**src/rtl/counter_mod_n_if.sv**
```systemverilog
// Control and status bundle for counter_mod_n: the driver side issues enable/direction/load,
// the counter side returns the count, terminal count, wrap pulse and one-hot decode.
interface counter_mod_n_if #(
  parameter int WIDTH   = 4,
  parameter int MODULUS = 10
);
  logic               E;
  logic               UP;
  logic               LD;
  logic [WIDTH-1:0]   D;
  logic [WIDTH-1:0]   Q;
  logic               TC;
  logic               WRAP;
  logic [MODULUS-1:0] S;

  modport master (
    output E, UP, LD, D,
    input  Q, TC, WRAP, S
  );

  modport slave (
    input  E, UP, LD, D,
    output Q, TC, WRAP, S
  );
endinterface

```
**src/rtl/counter_mod_n.sv**
```systemverilog
// Modulo-N up/down counter with clamped parallel load, combinational TC and registered WRAP pulse.
// Define COUNTER_DECODE_EN to build the registered one-hot state decode on S; otherwise S is tied low.
module counter_mod_n #(
  parameter int WIDTH   = 4,
  parameter int MODULUS = 10
) (
  input  logic           CLK,
  input  logic           CLRN,
  counter_mod_n_if.slave bus
);
  localparam logic [WIDTH:0]   LP_MOD    = (WIDTH+1)'(MODULUS);
  localparam logic [WIDTH-1:0] LP_LAST_Q = WIDTH'(MODULUS - 1);

  logic [WIDTH-1:0] r_q;
  logic             r_wrap;

  logic [WIDTH:0]   w_up_ext;
  logic [WIDTH-1:0] w_up_val;
  logic [WIDTH-1:0] w_dn_val;
  logic [WIDTH-1:0] w_ld_val;
  logic             w_at_top;
  logic             w_at_zero;
  logic             w_tc;
  logic [WIDTH-1:0] w_q_nxt;
  logic             w_wrap_nxt;

  // Increment is formed one bit wider so MODULUS = 2^WIDTH still compares cleanly.
  assign w_up_ext  = {1'b0, r_q} + 1'b1;
  assign w_up_val  = (w_up_ext == LP_MOD) ? '0 : w_up_ext[WIDTH-1:0];
  assign w_at_zero = (r_q == '0);
  assign w_at_top  = (r_q == LP_LAST_Q);
  assign w_dn_val  = w_at_zero ? LP_LAST_Q : (r_q - 1'b1);
  assign w_ld_val  = ({1'b0, bus.D} < LP_MOD) ? bus.D : LP_LAST_Q;

  assign w_tc      = bus.E & (bus.UP ? w_at_top : w_at_zero);

  always_comb begin
    w_q_nxt    = r_q;
    w_wrap_nxt = 1'b0;
    if (bus.LD) begin
      w_q_nxt = w_ld_val;
    end else if (bus.E) begin
      w_q_nxt    = bus.UP ? w_up_val : w_dn_val;
      w_wrap_nxt = w_tc;
    end
  end

`ifdef COUNTER_DECODE_EN
  localparam logic [MODULUS-1:0] LP_ONE = {{(MODULUS-1){1'b0}}, 1'b1};

  logic [MODULUS-1:0] r_s;
  logic [MODULUS-1:0] w_s_nxt;

  // Decode is taken from the next count so S lines up with Q in the same cycle.
  assign w_s_nxt = LP_ONE << w_q_nxt;

  always_ff @(posedge CLK) begin
    if (!CLRN) begin
      r_q    <= '0;
      r_wrap <= 1'b0;
      r_s    <= LP_ONE;
    end else begin
      r_q    <= w_q_nxt;
      r_wrap <= w_wrap_nxt;
      r_s    <= w_s_nxt;
    end
  end

  assign bus.S = r_s;
`else
  always_ff @(posedge CLK) begin
    if (!CLRN) begin
      r_q    <= '0;
      r_wrap <= 1'b0;
    end else begin
      r_q    <= w_q_nxt;
      r_wrap <= w_wrap_nxt;
    end
  end

  assign bus.S = '0;
`endif

  assign bus.Q    = r_q;
  assign bus.TC   = w_tc;
  assign bus.WRAP = r_wrap;
endmodule

```
**src/flat_wrapper.sv**
```systemverilog
// flat-port wrapper written by rule: the top's interface ports become plain ports
module counter_mod_n_flat 
#(
  parameter int WIDTH   = 4,
  parameter int MODULUS = 10
)
  (CLK, CLRN, bus_E, bus_UP, bus_LD, bus_D, bus_Q, bus_TC, bus_WRAP, bus_S);
  counter_mod_n_if #(.WIDTH(WIDTH), .MODULUS(MODULUS)) bus_i ();
  input  logic CLK;
  input  logic CLRN;
  input wire logic [$bits(bus_i.E)-1:0] bus_E;
  input wire logic [$bits(bus_i.UP)-1:0] bus_UP;
  input wire logic [$bits(bus_i.LD)-1:0] bus_LD;
  input wire logic [$bits(bus_i.D)-1:0] bus_D;
  output wire logic [$bits(bus_i.Q)-1:0] bus_Q;
  output wire logic [$bits(bus_i.TC)-1:0] bus_TC;
  output wire logic [$bits(bus_i.WRAP)-1:0] bus_WRAP;
  output wire logic [$bits(bus_i.S)-1:0] bus_S;
  assign bus_i.E = bus_E;
  assign bus_i.UP = bus_UP;
  assign bus_i.LD = bus_LD;
  assign bus_i.D = bus_D;
  assign bus_Q = bus_i.Q;
  assign bus_TC = bus_i.TC;
  assign bus_WRAP = bus_i.WRAP;
  assign bus_S = bus_i.S;
  counter_mod_n #(.WIDTH(WIDTH), .MODULUS(MODULUS)) u_core (.CLK(CLK), .CLRN(CLRN), .bus(bus_i));
endmodule
```
**config.mk**
```make
export PLATFORM = sky130hd
export DESIGN_NAME = counter_mod_n_flat
export DESIGN_NICKNAME = d
export VERILOG_FILES = /design/src/rtl/counter_mod_n_if.sv /design/src/rtl/counter_mod_n.sv /design/src/flat_wrapper.sv
export SDC_FILE = /design/constraint.sdc
export NUM_CORES = 1
export LEC_CHECK = 0
export CAP_MARGIN = 20
export CORE_AREA = 2 2 39 41
export CTS_CLUSTER_SIZE = 24
export DETAILED_ROUTE_END_ITERATION = 12
export DIE_AREA = 0 0 41 43
export PLACE_DENSITY = 0.8
export SLEW_MARGIN = 20
export SYNTH_ARGS = -nofsm -noshare
export SYNTH_HDL_FRONTEND = slang
export SYNTH_SLANG_ARGS = --single-unit
```
**constraint.sdc**
```tcl
create_clock -name CLK -period 3.4 [get_ports CLK]
set_clock_uncertainty 0.15 [all_clocks]
set_input_delay 0.51 -clock CLK [delete_from_list [all_inputs] [get_ports CLK]]
set_output_delay 0.51 -clock CLK [all_outputs]
set_load 0.03 [all_outputs]
```
== Yosys cells after proc, flatten, opt, wreduce, memory -nomap -nowiden ==
Index checks and enable logic that the tools add are counted.

* Memory bits (writable): 0
* Latch bits: 0
* Flip-flop bits (word level): 5
* Memories: 0
* ROM bits: 0
* Word-level logic and storage cells: 20
* Input port bits: 9
* Output and inout port bits: 16

* Equality and inequality tests: 2
* Reduce and logical (&&, ||, !) cells: 3
* Bitwise operators: 3
* Multipliers: 0
* Div/mod/pow operators: 0
* Magnitude comparators: 1
* $add $sub $neg: 2
* Muxes and demuxes: 7
* Shift-type cells: 0

{| class="wikitable"
|+ Operators by type and width
! operator !! count
|-
| two-way mux 4 bit || 6
|-
| adder 4 x 1 -> 5 bit (second input constant) || 1
|-
| equality test 5 x 4 -> 1 bit (second input constant) || 1
|-
| equality test 4 bit (second input constant) || 1
|-
| logical NOT 4 bit || 1
|-
| < comparator 4 bit (second input constant) || 1
|-
| subtractor 4 x 1 -> 4 bit (second input constant) || 1
|-
| OR reduction 3 bit || 1
|-
| NOT 1 bit || 2
|-
| nonzero test 2 bit || 1
|-
| bitwise AND 1 bit || 1
|-
| two-way mux 1 bit || 1
|}

== Depth between registers and ports, before layout ==
Gate-level depths: netlist of the first run.

* Depth in word-level cells: 6
* Mapped depth: 6
* Mapped depth without buffers: 6

== Least setup slack after synthesis of the first run ==
Ideal clock, no wire load.

* Path type: register -> output
* Start: reg u_core.r_q[1], in the netlist u_core.bus.Q[1]
* End: out bus_TC
* Stages on the path, launching flop included: 6
* Required time: 2.740 ns
* Arrival time: 1.759 ns
* Path slack: 0.981 ns
* Buffers on the path: 0
* Cell sequence: dfxtp_1 inv_1 ha_1 nor3b_1 a31oi_1 nor3_1

* Cells in the longest elaborated chain, start to end: 3
* Elaborated cells on any way between the ends: 4
* Those cells by class: eq/ne (1); mux (1); bitwise (1); reduce/logical (1)

{| class="wikitable"
|+ RTL lines
! item !! line !! text
|-
| start, declared || counter_mod_n.sv:14 || <nowiki>logic [WIDTH-1:0] r_q;</nowiki>
|-
| start signal, assigned || counter_mod_n.sv:76 || <nowiki>r_q <= w_q_nxt;</nowiki>
|-
| equality test 4 bit / logical NOT 4 bit (equally long branches) || counter_mod_n.sv:31, counter_mod_n.sv:30 ||
|-
| two-way mux 1 bit (*) || counter_mod_n.sv:35 || <nowiki>assign w_tc = bus.E & (bus.UP ? w_at_top : w_at_zero);</nowiki>
|-
| bitwise AND 1 bit (*) || counter_mod_n.sv:35 ||
|-
| end, declared || flat_wrapper.sv:16 || <nowiki>output wire logic [$bits(bus_i.TC)-1:0] bus_TC;</nowiki>
|}

Mark *: on every way between the ends. The rest lies on a longest branch, timed or not.

== Worst setup path after layout of the first run ==
Ends and elaborated chain as after synthesis.

==> flow_metrics.tcl, run 1 <==
set metrics [dict create \
    outcome "complete, no violations" \
    fmax_mhz 345 \
    drt-total-wl_mm 1.18 \
    cp.arrival_ns 2.24 \
    grt_pass1_wl_mm 1.96 \
    grt_pass1_vias 486 \
    drtIter0Drc 15 \
    syn-cell-area_um2 552 \
    cts-buffers-inserted 3 \
    cts_root_buffer "clkbuf_4" \
    rsz0062_at_grt "no" \
    fillCellCount 158 \
    cts.repair.resized 0 \
    start_kind "flip-flop" \
    finalSetupViolCount 0 \
    power_density_mw_per_mm2 335 \
    place.gp.congestion 0.819 \
    io_buffers 14 \
    clk_latency_ns 0.24 \
    maxCapViolCount 0 \
    r2r_end "u_core.bus.Q[1]" \
    synth_cell_types 32 \
    worst-path-buf-inv 2 \
    viasPerCell 5.25 \
    synthXorXnorAreaFrac_pct 0 \
    hold_buffers 0 \
    drc_errors 0 \
    yosys.area_share.adder_pct 9.07 \
    worstPathMaxFanout 7 \
    yosysSeqAreaShare_pct 18.1 \
    worstRegToRegCells 5 \
    num_rows 14 \
    nNetsFinal 102 \
    r2r-start "u_core.bus.Q[0]" \
    clock_path_buffers 2 \
    antenna_left 0 \
    clk_pin_slew_ns 0.04 \
    p_leak_uw 0.000277 \
    peakVddDrop_uv 207 \
    worstPathCellList "inv_1 > ha_1 > nor3b_1 > a31oi_1 > nor3_1 > clkdlybuf4s50_1" \
    die_x_um 41 \
    antenna_found_initial 0 \
    synthSimpleGateAreaFrac_pct 17.0 \
    postLayoutCoreUtil_pct 49.5 \
    drv_slew 0 \
    first_pass_iters 4 \
    end_kind "primary output" \
    synth_cells 73 \
    slowest_delay_ns 0.70 \
    power_uw 230 \
    required_ns 2.74 \
    dieArea_mm2 0.00176 \
    num_antenna_cells 0 \
    hold_slack_ns 0.503 \
    core_mm2 0.00138 \
    h-tree-depth 1 \
    synthArstFlopShare_pct 0 \
    yosys_warnings 0 \
    crit_slowest_cell "clkdlybuf4s50_1" \
    yosys-top-cells-count "buf_4, inv_1, dfxtp_1" \
    grtUsageTotal_pct 16.5 \
    dp_hpwl_um 869 \
    cts_tree "done" \
    synth_top_cell_by_area "dfxtp_1" \
    start_util_pct 39.9 \
    synth_top_family_by_area "compound AO/OA/AOI/OAI gates" \
    path_delay_family "buffers and inverters" \
    whs_path_depth 1 \
    holdPathEnd "u_core.bus.WRAP" \
    globalRouteOverflowTotal 0 \
    fin_crit_ns 2.90 \
    yosysTopAreaCellShare_pct 18.1 \
    cts_sinks 5 \
    grt_max_degree 14 \
    regToRegSetupSlack_ns 1.68 \
    min-delay-path-class "flip-flop to flip-flop" \
    startpoint "u_core.bus.Q[1]" \
    crit_type "flip-flop to primary output" \
    hold_violations 0 \
    synth_ff_type "dfxtp_1" \
    tns_ns 0 \
    synth_edf_count 0 \
    ys_ff_latch 5 \
    synth.avg_cell_area_um2 7.56 \
    vias 546 \
    multiInputGateArea_um2 369 \
    ys_top_cells_by_area "dfxtp_1, buf_4, ha_1" \
    post_cts_buffers 0 \
    routedWlPerCell_um 11.3 \
    die-height_um 43 \
    drive_gt1_share_pct 9.09 \
    fin_crit_sh_pct 85.2 \
    yosysMostFrequentCell "buf_4" \
    pin_count 25 \
    synth_compound_area_share_pct 32.2 \
    seq_area_um2 100 \
    muxShareOfSynthArea_pct 1.81 \
    min_from "u_core.bus.Q[2]" \
    area_growth_pct 24.3 \
]
-- per-layer routing --
layer,share of wire (%),GRT usage [%],vias up,routed length [um]
met5,0,0,-,0
met4,1.2,4.67,0,14
met3,6.5,9.95,2,76
met2,47,22.8,21,548
met1,46,21.0,242,537
li1,-,-,281,-
-- metrics by stage --
stage	setup WS, ns	std cells	instance area, um2
finish	0.504	104	686
global route	0.317	104	686
CTS	0.505	104	686
detailed placement	0.547	100	659
global placement	0.543	100	659
floorplan	0.981	82	586
-- worst reg2reg max path, delay by kind of cell (launching register included) --
family                   cells  cell delay [ns]
AO/OA/AOI/OAI                3             0.44
adder cells (fa/ha/maj)      1             0.34
flip-flops                   1             0.51
AND/OR/NAND/NOR              1             0.16
-- where the power goes --
part	total, uW	internal [uW]	switching (uW)
Clock	69.3	44.4	24.9
Sequential	73.0	63.0	10.0
Combinational	87.6	34.2	53.5
Total	230	142	88.4
-- flip-flops by register name, indices dropped and copies added (netlist names) --
name and count:
u_core.bus.Q 4, u_core.bus.WRAP 1
-- worst max path at each step --
| stage | cells past startpoint | endpoint | slack [ns] |
|---|---|---|---|
| global placement | 5 | bus_TC | 0.54 |
| floorplan | 5 | bus_TC | 0.98 |
| finish | 6 | bus_TC | 0.50 |
| detailed placement | 5 | bus_TC | 0.55 |
| global route | 6 | bus_TC | 0.32 |
| CTS | 6 | bus_TC | 0.51 |
-- logic make-up after synthesis --
| kind of cell | after synthesis |
|---|---|
| AOI/OAI and AO/OA | 24 |
| buffers and inverters | 20 |
| and+or+nand+nor | 18 |
| DFF | 5 |
| adders and majority gates | 4 |
| muxes | 1 |
| other | 1 |
-- layout by cell type, fill, tap and decap left out --
| master | n |
|---|---|
| o2bb2ai_1 | 1 |
| o311ai_0 | 2 |
| o21ai_1 | 1 |
| nand2b_1 | 1 |
| o22ai_1 | 1 |
| a31o_2 | 1 |
| nor2_1 | 4 |
| a21oi_1 | 2 |
| clkbuf_4 | 3 |
| and2b_1 | 1 |
| a22oi_1 | 1 |
| nand4_1 | 1 |
| inv_2 | 1 |
| clkbuf_1 | 1 |
| dfxtp_1 | 5 |
| o21a_1 | 1 |
| clkdlybuf4s50_1 | 14 |
| nor3_1 | 3 |
| inv_1 | 7 |
| a21boi_1 | 1 |
| conb_1 | 10 |
| and3_4 | 1 |
| o21ai_0 | 4 |
| nor3b_1 | 1 |
| nand2_1 | 4 |
| o211ai_1 | 2 |
| a2111oi_2 | 1 |
| o2111ai_1 | 1 |
| ha_1 | 4 |
| a31oi_1 | 4 |
| nand3_1 | 2 |
| mux2i_1 | 1 |
| a221oi_2 | 1 |
-- layout make-up --
| cell class | count | area share (%) |
|---|---|---|
| inverter | 8 | 4.38 |
| clock buffer | 4 | 3.83 |
| multi-input combinational | 57 | 53.8 |
| tap | 16 | 2.92 |
| sequential | 5 | 14.6 |
| timing repair buffer | 14 | 20.4 |
(Power assumes the default switching activity.)
==> run 2, diff against run 1 <==
--- a/config.mk
+++ b/config.mk
@@ -10,8 +10,9 @@
 export CTS_CLUSTER_SIZE = 24
 export DETAILED_ROUTE_END_ITERATION = 12
 export DIE_AREA = 0 0 41 43
-export PLACE_DENSITY = 0.8
+export PLACE_DENSITY = 0.82
 export SLEW_MARGIN = 20
 export SYNTH_ARGS = -nofsm -noshare
 export SYNTH_HDL_FRONTEND = slang
 export SYNTH_SLANG_ARGS = --single-unit
+export TNS_END_PERCENT = 1
==> run 2 against run 1 <==
  * First-iteration DRC count decreased by 6.7%
  * Total power fell by 1.0%
  * Clock power is 4.5% lower
  * Sequential power about the same
  * Routed wire length is 1.8% higher
  * Global-route usage fell by 0.12 points
  * Utilization stayed put
  * Critical path depth shrank 1
  * Sequential share of layout area unchanged
==> flow_metrics.tcl, run 2 (synthesis gave the netlist of run 1 again) <==
set metrics [dict create \
    hold_buffers 0 \
    grt_pass1_vias 465 \
    antenna_left 0 \
    h-tree-depth 1 \
    maxCapViolCount 0 \
    r2r-start "u_core.bus.Q[0]" \
    cts_tree "done" \
    antenna_found_initial 0 \
    die_x_um 41 \
    grt_util_met1_pct 19.9 \
    r2r_end "u_core.bus.Q[0]" \
    drive_gt1_share_pct 9.09 \
    rsz0062_at_grt "no" \
    fin_crit_sh_pct 85.3 \
    start_kind "input port" \
    drv_slew 0 \
    finalSetupViolCount 0 \
    cts-buffers-inserted 3 \
    min-delay-path-class "flip-flop to flip-flop" \
    use_met3_pct 7.85 \
    hold_violations 0 \
    layout_commonest_cell "clkdlybuf4s50_1" \
    regToRegSetupSlack_ns 1.68 \
    multiInputGateArea_um2 369 \
    start_util_pct 39.9 \
    p_leak_uw 0.000277 \
    seq_area_um2 100 \
    end_kind "primary output" \
    crit_type "input port to primary output" \
    peakVddDrop_uv 249 \
    largest_reg_flops 4 \
    die-height_um 43 \
    num_rows 14 \
    grtUsageTotal_pct 16.4 \
    dp_hpwl_um 917 \
    clk_latency_ns 0.23 \
    fin_crit_ns 2.90 \
    viasPerCell 5.48 \
    num_antenna_cells 0 \
    required_ns 2.74 \
    met2_usage_pct 25.9 \
    holdPathEnd "u_core.bus.Q[1]" \
    io_buffers 14 \
    grt.busiest_layer "met2" \
    nNetsFinal 102 \
    whs_path_depth 2 \
    globalRouteOverflowTotal 0 \
    grt_max_degree 14 \
    tns_ns 0 \
    cts.repair.resized 0 \
    clock_path_buffers 2 \
    drt-total-wl_mm 1.20 \
    core_mm2 0.00138 \
    worstRegToRegCells 5 \
    min_from "u_core.bus.Q[1]" \
    fmax_mhz 345 \
    grt_pass1_wl_mm 1.96 \
    place.gp.congestion 0.917 \
    outcome "complete, no violations" \
    vias 570 \
    area_growth_pct 24.3 \
    cp.arrival_ns 2.24 \
    first_pass_iters 4 \
    cts_root_buffer "clkbuf_4" \
    worstPathMaxFanout 6 \
    dieArea_mm2 0.00176 \
    fillCellCount 144 \
    clk_pin_slew_ns 0.04 \
    pin_count 25 \
    power_density_mw_per_mm2 332 \
    drtIter0Drc 14 \
    cts_sinks 5 \
    mostFrequentLayoutCells "clkdlybuf4s50_1, conb_1, inv_1" \
    post_cts_buffers 0 \
    power_uw 228 \
    drc_errors 0 \
    routedWlPerCell_um 11.5 \
]
run 2: cell counts in the layout (fill, tap and decap cells not counted):
Identical to the previous run, type by type.
run 2: area by class of cell:
class | count | share of cell area, %
tap | 16 | 2.92
inverter | 8 | 4.38
sequential | 5 | 14.6
multi-input combinational | 57 | 53.8
timing repair buffer | 14 | 20.4
clock buffer | 4 | 3.83
run 2: metrics by stage:
step / util [%] / hold WS [ns] / instances / cell area (um2) / worst slack [ns]
final: 49.5 / 0.497 / 104 / 686 / 0.500
after global placement: 47.6 / 0.475 / 100 / 659 / 0.610
after detailed placement: 47.6 / 0.486 / 100 / 659 / 0.524
after CTS: 49.5 / 0.499 / 104 / 686 / 0.520
after floorplan: - / 0.477 / 82 / 586 / 0.981
after global routing: 49.5 / 0.541 / 104 / 686 / 0.353
run 2: worst max-delay path by stage:
stage / from / end / slack (ns)
finish: bus_UP / bus_TC / 0.50
global route: u_core.bus.Q[1] / bus_TC / 0.35
CTS: bus_UP / bus_TC / 0.52
detailed placement: bus_UP / bus_TC / 0.52
global placement: bus_UP / bus_TC / 0.61
floorplan: u_core.bus.Q[1] / bus_TC / 0.98
run 2: critical path: stages:
cell	delay [ns]
clkdlybuf4s50_1	0.54
nor3b_1	0.26
a31oi_1	0.08
nor3_1	0.16
clkdlybuf4s50_1	0.69
run 2: routing by layer:
layer | up-vias | share of wire, % | wire (um)
li1 | 273 | - | -
met1 | 265 | 45 | 539
met2 | 28 | 49 | 583
met3 | 4 | 6.1 | 73
met4 | 0 | 0.25 | 3
met5 | - | 0 | 0
run 2: power breakdown:
group	switching [uW]	internal (uW)
sequential	9.73	63.0
combinational	54.3	34.3
clock	22.0	44.2
